--- src/rtl/pc_npc_if.sv ---
// pc_npc_if: control/address bundle between the PC stage and its neighbours.
//   stall/take_branch/uncond/annul_bit/target : branch and freeze controls from decode/adder
//   trap/trap_vec                             : trap redirect request
//   pc/npc/valid/annul_slot                   : registered PC-stage state toward fetch/adder
// master = the side driving controls (decode/trap logic), slave = the PC unit.
interface pc_npc_if;
  logic        stall;
  logic        take_branch;
  logic        uncond;
  logic        annul_bit;
  logic [31:0] target;
  logic        trap;
  logic [31:0] trap_vec;
  logic [31:0] pc;
  logic [31:0] npc;
  logic        valid;
  logic        annul_slot;

  modport master (
    output stall, take_branch, uncond, annul_bit, target, trap, trap_vec,
    input  pc, npc, valid, annul_slot
  );

  modport slave (
    input  stall, take_branch, uncond, annul_bit, target, trap, trap_vec,
    output pc, npc, valid, annul_slot
  );
endinterface

--- src/rtl/pc_npc_unit.sv ---
// pc_npc_unit: SPARC PC/nPC pair with delayed-branch, annul and trap redirect.
//   clk   : clock, all state on rising edge
//   reset : synchronous active-high reset
//   bus   : pc_npc_if.slave (controls in, pc/npc/valid/annul_slot out)
// All outputs come straight from registers.
module pc_npc_unit #(
  parameter logic [31:0] RESET_PC = 32'h0000_0000
) (
  input  logic       clk,
  input  logic       reset,
  pc_npc_if.slave    bus
);
  typedef enum logic [1:0] {BOOT, RUN, TRAP} state_t;

  state_t      r_state, w_nxt_state;
  logic [31:0] r_pc, r_npc, w_nxt_pc, w_nxt_npc;
  logic        r_annul, w_nxt_annul;
  logic [31:0] w_tgt, w_vec;
  logic        w_eff_br;

  assign w_tgt = {bus.target[31:2], 2'b00};
  assign w_vec = {bus.trap_vec[31:2], 2'b00};
  // An annulled slot can neither redirect nor annul its successor.
  assign w_eff_br = bus.take_branch & ~r_annul;

  always_comb begin
    w_nxt_state = r_state;
    w_nxt_pc    = r_pc;
    w_nxt_npc   = r_npc;
    w_nxt_annul = r_annul;
    case (r_state)
      BOOT: w_nxt_state = RUN;
      TRAP: w_nxt_state = RUN;
      RUN: begin
        if (bus.trap) begin
          // Trap wins over stall and any concurrent branch.
          w_nxt_pc    = w_vec;
          w_nxt_npc   = w_vec + 32'd4;
          w_nxt_annul = 1'b0;
          w_nxt_state = TRAP;
        end else if (!bus.stall) begin
          w_nxt_pc    = r_npc;
          w_nxt_npc   = w_eff_br ? w_tgt : r_npc + 32'd4;
          // Untaken conditional or BA,a annuls the slot; taken cond with a=1 runs it.
          w_nxt_annul = ~r_annul & bus.annul_bit & (~bus.take_branch | bus.uncond);
        end
      end
      default: w_nxt_state = BOOT;
    endcase
  end

  always_ff @(posedge clk) begin
    if (reset) begin
      r_state <= BOOT;
      r_pc    <= RESET_PC;
      r_npc   <= RESET_PC + 32'd4;
      r_annul <= 1'b0;
    end else begin
      r_state <= w_nxt_state;
      r_pc    <= w_nxt_pc;
      r_npc   <= w_nxt_npc;
      r_annul <= w_nxt_annul;
    end
  end

  assign bus.pc         = r_pc;
  assign bus.npc        = r_npc;
  assign bus.valid      = (r_state == RUN);
  assign bus.annul_slot = r_annul;
endmodule

--- src/flat_wrapper.sv ---
// flat-port wrapper written by rule: the top's interface ports become plain ports
module pc_npc_unit_flat 
#(
  parameter logic [31:0] RESET_PC = 32'h0000_0000
)
  (clk, reset, bus_stall, bus_take_branch, bus_uncond, bus_annul_bit, bus_target, bus_trap, bus_trap_vec, bus_pc, bus_npc, bus_valid, bus_annul_slot);
  pc_npc_if bus_i ();
  input  logic clk;
  input  logic reset;
  input wire logic [$bits(bus_i.stall)-1:0] bus_stall;
  input wire logic [$bits(bus_i.take_branch)-1:0] bus_take_branch;
  input wire logic [$bits(bus_i.uncond)-1:0] bus_uncond;
  input wire logic [$bits(bus_i.annul_bit)-1:0] bus_annul_bit;
  input wire logic [$bits(bus_i.target)-1:0] bus_target;
  input wire logic [$bits(bus_i.trap)-1:0] bus_trap;
  input wire logic [$bits(bus_i.trap_vec)-1:0] bus_trap_vec;
  output wire logic [$bits(bus_i.pc)-1:0] bus_pc;
  output wire logic [$bits(bus_i.npc)-1:0] bus_npc;
  output wire logic [$bits(bus_i.valid)-1:0] bus_valid;
  output wire logic [$bits(bus_i.annul_slot)-1:0] bus_annul_slot;
  assign bus_i.stall = bus_stall;
  assign bus_i.take_branch = bus_take_branch;
  assign bus_i.uncond = bus_uncond;
  assign bus_i.annul_bit = bus_annul_bit;
  assign bus_i.target = bus_target;
  assign bus_i.trap = bus_trap;
  assign bus_i.trap_vec = bus_trap_vec;
  assign bus_pc = bus_i.pc;
  assign bus_npc = bus_i.npc;
  assign bus_valid = bus_i.valid;
  assign bus_annul_slot = bus_i.annul_slot;
  pc_npc_unit #(.RESET_PC(RESET_PC)) u_core (.clk(clk), .reset(reset), .bus(bus_i));
endmodule
--- config.mk ---
export PLATFORM = sky130hd
export DESIGN_NAME = pc_npc_unit_flat
export DESIGN_NICKNAME = d
export VERILOG_FILES = /design/src/rtl/pc_npc_if.sv /design/src/rtl/pc_npc_unit.sv /design/src/flat_wrapper.sv
export SDC_FILE = /design/constraint.sdc
export NUM_CORES = 1
export LEC_CHECK = 0
export ABC_AREA = 1
export BUFFER_PORTS_ARGS = -buffer_cell sky130_fd_sc_hd__clkbuf_2
export CORE_ASPECT_RATIO = 1.75
export CORE_MARGIN = 4
export CORE_UTILIZATION = 48
export CTS_BUF_LIST = sky130_fd_sc_hd__clkbuf_16
export CTS_CLUSTER_DIAMETER = 50
export DETAILED_ROUTE_END_ITERATION = 7
export PLACE_DENSITY = 0.86
export SLEW_MARGIN = 20
export SYNTH_ARGS = -nofsm -noshare
export SYNTH_HDL_FRONTEND = slang
export SYNTH_SLANG_ARGS = --single-unit
--- constraint.sdc ---
create_clock -name clk -period 1.4 [get_ports clk]
set_input_delay 0.14 -clock clk [delete_from_list [all_inputs] [get_ports clk]]
set_output_delay 0.14 -clock clk [all_outputs]
set_load 0.005 [all_outputs]
## Word level (Yosys, flattened, before mapping)

Index checks and enable logic that the tools add are counted.

- Register bits after elaboration: 67
- Input port bits: 71
- Output and inout bits: 66
- Logic and storage cells: 28

- Add/sub/neg operators: 2
- Equal/unequal tests: 4
- Multiplexer cells: 9
- Bitwise gates (word level): 6
- Reductions and logical operators: 3

Operators by type and width:

| kind | count |
|---|---|
| 2-to-1 mux 32 bit | 5 |
| adder 32 x 3 -> 32 bit (second input constant) | 2 |
| case mux 2 bit (2 select lines) | 1 |
| bitwise AND 1 bit | 3 |
| equality test 2 x 1 -> 1 bit (second input constant) | 1 |
| equality test 2 bit (second input constant) | 1 |
| zero test 2 bit | 1 |
| 2-to-1 mux 1 bit | 2 |
| 2-to-1 mux 2 bit | 1 |
| != test 2 x 1 -> 1 bit (second input constant) | 1 |
| != test 2 bit (second input constant) | 1 |
| NOT 1 bit | 2 |
| AND reduction 2 bit | 1 |
| OR reduction 2 bit | 1 |
| OR 1 bit | 1 |

## Longest topological paths before layout

Gate-level depths: netlist of the first run.

- Word-level depth: 5
- Mapped depth: 12
- Depth with buffers taken out: 12

## Worst setup path after synthesis of the first run

OpenSTA, ideal clock, no wires.

- Path kind: flip-flop to flip-flop
- Start: reg u_core.r_npc[3], in the netlist u_core.bus.npc[3]
- End: reg u_core.r_npc[26], in the netlist u_core.bus.npc[26]
- Library setup time: 0.109 ns
- Arrival: 1.416 ns
- Setup slack: -0.125 ns
- Cell stages (with the launch flop): 13
- Buffers on the path: 0
- Clock period less this slack: 1.525 ns
- Cell sequence: dfxtp_1 ha_1 nand2_2 nor2_4 nand2_4 nor2_4 nand2_1 nand2_1 nand3_1 nand2_1 nand3_1 nand2_1 inv_1

- Cells in the longest elaborated chain, start to end: 4

Ends and longest elaborated chain:

| item | RTL line | source |
|---|---|---|
| start: declaration | pc_npc_unit.sv:16 | `logic [31:0] r_pc, r_npc, w_nxt_pc, w_nxt_npc;` |
| start signal: assignment | pc_npc_unit.sv:56 | `r_npc <= RESET_PC + 32'd4;` |
| start signal: assignment | pc_npc_unit.sv:61 | `r_npc <= w_nxt_npc;` |
| adder 32 x 3 -> 32 bit | pc_npc_unit.sv:43 | `w_nxt_npc = w_eff_br ? w_tgt : r_npc + 32'd4;` |
| 2-to-1 mux 32 bit | pc_npc_unit.sv:43 |  |
| 2-to-1 mux 32 bit | pc_npc_unit.sv:41 | `end else if (!bus.stall) begin` |
| 2-to-1 mux 32 bit | pc_npc_unit.sv:35 | `if (bus.trap) begin` |

Every way passes these cells. The select of a mux whose other input is x is not followed.
A chain may end at the register's enable or synchronous reset.

## Worst setup path in the final report of the first run

- Start: reg u_core.r_npc[6], in the netlist u_core.bus.npc[6]
- End: reg u_core.r_npc[22], in the netlist u_core.bus.npc[22]

The elaborated chain is that of the path after synthesis.

==> results of run 1 <==
[path summary, 6_finish.rpt]
check	end	slack [ps]	cells after the start	from
worst min-delay path	u_core.bus.annul_slot	50	3	bus_annul_bit
worst max-delay path	u_core.bus.npc[22]	-280	7	u_core.bus.npc[6]
worst min register to register	u_core.r_state[0]	430	1	u_core.r_state[0]
worst max register to register	u_core.bus.npc[22]	-280	7	u_core.bus.npc[6]
[timing repair]
| item | 4_1_cts | 5_1_grt |
|---|---|---|
| pin swaps | 11 | 17 |
| gates resized for setup | 32 | 40 |
| cloned | 0 | 2 |
| setup buffers | 4 | 8 |
| setup endpoints to repair | 21 | 48 |
| endpoints found under the hold margin | 0 | 0 |
[per-layer routing]
metal  track usage (%)  wire length [µm]  vias up
met5                 0                 0        -
met4              22.5              1990        0
met3              5.59              2360      214
met2              54.0              9800      566
met1              34.4              7120     3015
li1                  -                 -     3100
[kinds of logic after synthesis]
group / count (synthesis) / share of synthesized area, %
adder cells (fa/ha/maj): 2 / 0.521
AND/OR/NAND/NOR: 452 / 41.6
AO/OA/AOI/OAI: 174 / 19.8
other: 1 / 0.0781
XOR/XNOR: 13 / 2.37
flip-flops: 64 / 26.7
buffers and inverters: 108 / 8.93
[sequential cells by signal, summed over array words and instances (netlist names)]
register               count
u_core.bus.npc            30
u_core.r_state             2
u_core.bus.pc             31
u_core.bus.annul_slot      1
[stage by stage]
step,std cells,setup TNS [ps]
3_3_place_gp,1135,-406
2_1_floorplan,815,-3.83
5_1_grt,1165,-4670
6_report,1165,-3570
4_1_cts,1155,-559
3_5_place_dp,1135,-1350
[cell usage after synthesis, drive strengths merged (7+ instances only)]
cell / number
buf: 13
o21ai: 86
o21bai: 7
a31oi: 33
nand2: 273
nand3b: 14
inv: 68
dfxtp: 64
a21oi: 40
nand3: 51
or2: 8
nor2: 101
xor2: 11
clkbuf: 27
[power breakdown]
part	internal, µW	switching [µW]
sequential	1990	139
combinational	745	958
clock	1670	921
total	4400	2020
[worst max-delay path, stage by stage, from the launching register on]
cell and delay (ps):
dfxtp_1 390, nand2_1 110, nor2_1 290, nand2_4 180, nor2_4 170, a21boi_0 100
o21bai_1 210, a21oi_1 100
[layout make-up]
cell class,instances,area share (%)
multi-input combinational,643,46.3
timing repair buffer,249,24.2
sequential,64,18.7
inverter,68,3.71
clock buffer,10,3.55
tap,125,2.22
clock inverter,6,1.26
==> impl_results.md, run 1 <==
- Post-Route Utilization: 71.5%
- Fin crit share: 120%
- Synth Instances: 814
- Status: finished with violations
- Most common cell after layout, fill and taps aside: nand2_1
- N_diodes: 0
- Clock-pin slew on the worst setup and hold paths: 60 ps
- Vias: 6,895
- Initial antenna violation count: 0
- Filler cells: 753
- Largest area contributor in the netlist: dfxtp_1
- Mapped Area: 4800 µm²
- Cell Rows: 48
- Final count of negative-setup-slack endpoints: 27
- Synth top area share: 26.7%
- CTS tree: yes
- Die Footprint: 11,700 µm²
- Number of global-route vias before repair: 6,155
- Final WL: 21,300 µm
- Sequential Area: 1320 µm²
- Flops & latches, synth: 64
- Worst Path Class, Setup: register to register
- Port Buffer Count: 130
- Root buf cell: clkbuf_16
- Multi-input gate area: 3260 µm²
- Tmin final: 1680 ps
- RSZ-0062 raised after global routing: yes
- Static leakage: 0.00334 µW
- Critical Path Fanout Max: 6
- Maximum clock frequency: 0.596 GHz
- First-pass GRT wire length: 29,800 µm
- Latest clock arrival within the worst-skew pair: 350 ps
- Hold Vio Cnt, Final: 0
- Pwr Density: 912 nW/µm²
- Setup WS pre-CTS: -107 ps
- Worst Setup End Kind: register
- Gpl congestion: 0.983
- Placed Area: 6360 µm²
- Worst path arrival time: 1900 ps
- Synth unique cells: 31
- Most frequent cells in the layout: nand2_1 (253), clkbuf_2 (130), buf_4 (104), o21ai_0 (78), nor2_1 (69)
- CTS buffer count: 9
- Worst setup margin: -278 ps
- Seq/Total Area, Yosys: 26.7%
- Synth Flop Type: dfxtp_1
- CTS H-tree depth: 3
- Largest net degree at the start of global routing: 56
- Core Area: 9850 µm²
- Hold Worst Slack: 45.8 ps
- Tot Pwr: 6420 µW
- Failing checks: setup timing
- Starting Density: 48.8%
- Worst Skew: 8.64 ps
- Startpoint Class: register
- Post-synth ARST share: 0%
- Peak supply drop: 0.667 mV
- Die Span Y: 140 µm
- Post-synth EDFFs: 0
- CTS Sinks: 64
- Die Wd: 83.6 µm
- Worst hold path class: input pin to register
- Gr ovfl total: 0
- Final count of pins violating max slew: 0
- Syn Area/Cell: 5.90 µm²
- Drt drc: 0
- Design Area, Final: 7040 µm²
- TritonRoute pass-1 iters: 7
- Deepest clock path buffer count: 2
- Wire length per cell: 18.3 µm
- Layout area overhead: 46.6%
- Final net count: 1,108
- Initial drt markers: 1,055
- Share of cells above drive strength 1: 34.5%
- Top post-synthesis cells by area: dfxtp_1 (27%), nand2_1 (21%), o21ai_0 (8.6%)
- Vias/cell: 5.92
- GR Util All Layers: 31.5%
- HPWL Detailed: 14,000 µm
- Io pins: 137
- Critical path required time: 1620 ps
- Max cap viols: 0
- Post-DRT Antenna Nets: 0
- Number of hold buffers added after CTS: 0
- Ys Warns: 0
Power figures use the tool's default switching activity.
==> inputs of run 2 (changes only) <==
--- a/config.mk
+++ b/config.mk
@@ -5,11 +5,11 @@
 export SDC_FILE = /design/constraint.sdc
 export NUM_CORES = 1
 export LEC_CHECK = 0
-export ABC_AREA = 1
+export ABC_AREA = 0
 export BUFFER_PORTS_ARGS = -buffer_cell sky130_fd_sc_hd__clkbuf_2
 export CORE_ASPECT_RATIO = 1.75
 export CORE_MARGIN = 4
-export CORE_UTILIZATION = 48
+export CORE_UTILIZATION = 47
 export CTS_BUF_LIST = sky130_fd_sc_hd__clkbuf_16
 export CTS_CLUSTER_DIAMETER = 50
 export DETAILED_ROUTE_END_ITERATION = 7
==> run 2 against run 1 <==
Against the previous run: the run ends with DRC, setup timing left; largest power group unchanged; synthesized area down 13%; critical path depth increased by 1; critical path type unchanged; synthesized cell count shrank 34%; routed wire length is 37% higher; clock skew grew 2.0 ps; final area grew 8.0%; hold slack better by 120 ps.
==> impl_results.md, run 2 <==
- Worst r2r path cells: 8
- Root buf cell: clkbuf_16
- Design Area, Final: 7610 µm²
- Post-synthesis xor/xnor area fraction: 9.22%
- Final count of negative-setup-slack endpoints: 62
- Critical path required time: 1670 ps
- Worst Path Class, Setup: register to register
- Post-synth EDFFs: 0
- Die Wd: 79.3 µm
- Share of cells above drive strength 1: 56.4%
- Final WL: 29,100 µm
- CTS buffer count: 9
- Non-filler cells, final: 947
- Worst path arrival time: 2460 ps
- Most common cell after layout, fill and taps aside: buf_4
- N_diodes: 0
- CTS H-tree depth: 3
- Tmin final: 2190 ps
- Worst reg2reg startpoint: u_core.bus.npc[7]
- Synth Area in Compound Gates: 21.2%
- RSZ-0062 raised after global routing: yes
- Mux cell area share after synthesis: 7.43%
- Seq/Total Area, Yosys: 30.7%
- Placed Area: 6020 µm²
- TritonRoute pass-1 iters: 8
- Area share of fa/ha/maj cells after synthesis: 0.599%
- Largest family of logic cells by synthesized area: simple AND/OR/NAND/NOR gates
- Worst Skew: 10.7 ps
- Die Span Y: 133 µm
- Synth unique cells: 56
- Vias/cell: 7.23
- Hold path cells: 3
- First-pass GRT wire length: 36,600 µm
- CTS Sinks: 64
- Worst setup margin: -790 ps
- Starting Density: 48.2%
- Failing checks: DRC, setup timing
- Maximum clock frequency: 0.457 GHz
- Syn Area/Cell: 7.74 µm²
- Critical Path Start: u_core.bus.npc[7]
- Initial drt markers: 1,231
- Status: finished with violations
- Most frequent cells in the layout: buf_4 (142), clkbuf_2 (130), nand2_1 (49), dfxtp_1 (47)
- Most frequent cell after synthesis: dfxtp_1
- Mapped Area: 4180 µm²
- Drt drc: 8
- Pwr Density: 906 nW/µm²
- Worst hold path class: input pin to register
- Synth Flop Type: dfxtp_1
- Deepest clock path buffer count: 2
- Setup_tns: -19,040 ps
- Clock-pin slew on the worst setup and hold paths: 60 ps
- Most frequent cells after synthesis: dfxtp_1 (64), nor2_1 (63), nand2_1 (51)
- Wire length per cell: 30.7 µm
- Worst Setup End Kind: register
- Hold Worst Slack: 167 ps
- Vias: 6,849
- Worst slew margin: 53.1%
- Ys Warns: 0
- Core Area: 8670 µm²
- Max cap viols: 0
- Dpl cells: 894
- Largest area contributor in the netlist: dfxtp_1
- Largest net degree at the start of global routing: 35
- Latest clock arrival within the worst-skew pair: 350 ps
- CTS tree: yes
- Flops & latches, synth: 64
- Worst-margin pin slew: 697 ps
- Top post-synthesis cells by area: dfxtp_1 (31%), mux2i_1 (7.4%), a211oi_1 (7.4%)
- Hold Vio Cnt, Final: 0
- Layout area overhead: 82.0%
- Startpoint Class: register
- Setup WS pre-CTS: -679 ps
- Cell Rows: 45
- Post-synth ARST share: 0%
- Initial antenna violation count: 0
- Number of hold buffers added after CTS: 0
- Simple-Gate Fraction of Synth Area: 25.9%
- Critical Path Fanout Max: 4
- Static leakage: 0.00338 µW
- Number of global-route vias before repair: 6,453
- Gr ovfl total: 0
- Peak supply drop: 0.772 mV
- Gpl congestion: 0.959
- Die Footprint: 10,500 µm²
- Max reg flops: 31
- Hold_sp: bus_target[28]
- Final count of pins violating max slew: 0
- Synth top area share: 30.7%
- GR Util All Layers: 46.6%
- Post-DRT Antenna Nets: 0
- Fin crit share: 156%
- Port Buffer Count: 130
- HPWL Detailed: 13,700 µm
- Io pins: 137
- Final net count: 898
- Synth Instances: 540
==> run 2: timing repair <==
action	4_1_cts	5_1_grt
cloned	7	0
endpoints found under the hold margin	0	0
buffers inserted	19	13
gates resized for setup	126	78
endpoints found under the setup margin	60	60
pin swaps	63	44
==> run 2: logic make-up after synthesis <==
group           after synthesis
flops                        64
mux                          31
buf+inv                      50
xor+xnor                     44
fa+ha+maj                     2
other cells                   1
compound gates              127
simple gates                221
==> run 2: worst paths after layout <==
check                           slack, ps            endpoint
worst max-delay path                 -790  u_core.bus.npc[31]
worst max register to register       -790  u_core.bus.npc[31]
worst min-delay path                  170  u_core.bus.npc[28]
worst min register to register        490    u_core.bus.pc[1]
==> run 2: final cells by class <==
| type | count | area (µm²) |
|---|---|---|
| multi-input combinational | 427 | 3410 |
| clock buffer | 9 | 225 |
| sequential | 64 | 1310 |
| fill | 399 | 1060 |
| timing repair buffer | 313 | 2390 |
| clock inverter | 7 | 87.6 |
| inverter | 10 | 40.0 |
| tap | 117 | 146 |
==> run 2: power by group <==
group / leakage, µW / internal [µW] / switching (µW)
logic: 0.00270 / 1010 / 1260
registers: 0.000533 / 1980 / 165
clock network: 0.000150 / 1540 / 940
total: 0.00338 / 4530 / 2360
==> run 2: per-stage QoR <==
| step | utilization [%] | power (µW) |
|---|---|---|
| final | 87.7 | 6890 |
| after global routing | 87.7 | 7020 |
| after CTS | 83.3 | 6370 |
| after detailed placement | 69.4 | 3630 |
| after global placement | 69.4 | 3590 |
| after floorplan | - | 2770 |
==> run 2: critical path: stages (launching register included) <==
cell	delay [ps]
dfxtp_2	380
nand4_4	120
or4_4	570
buf_6	150
buf_4	140
nor4_4	300
xor2_1	200
o21ai_1	100
a21oi_1	150
==> run 2: layer usage <==
metal	vias up	wire, µm	GRT usage [%]
met5	-	0	2.50
met4	0	3980	42.4
met3	389	4080	14.6
met2	885	12600	75.0
met1	3027	8370	46.5
li1	2548	-	-
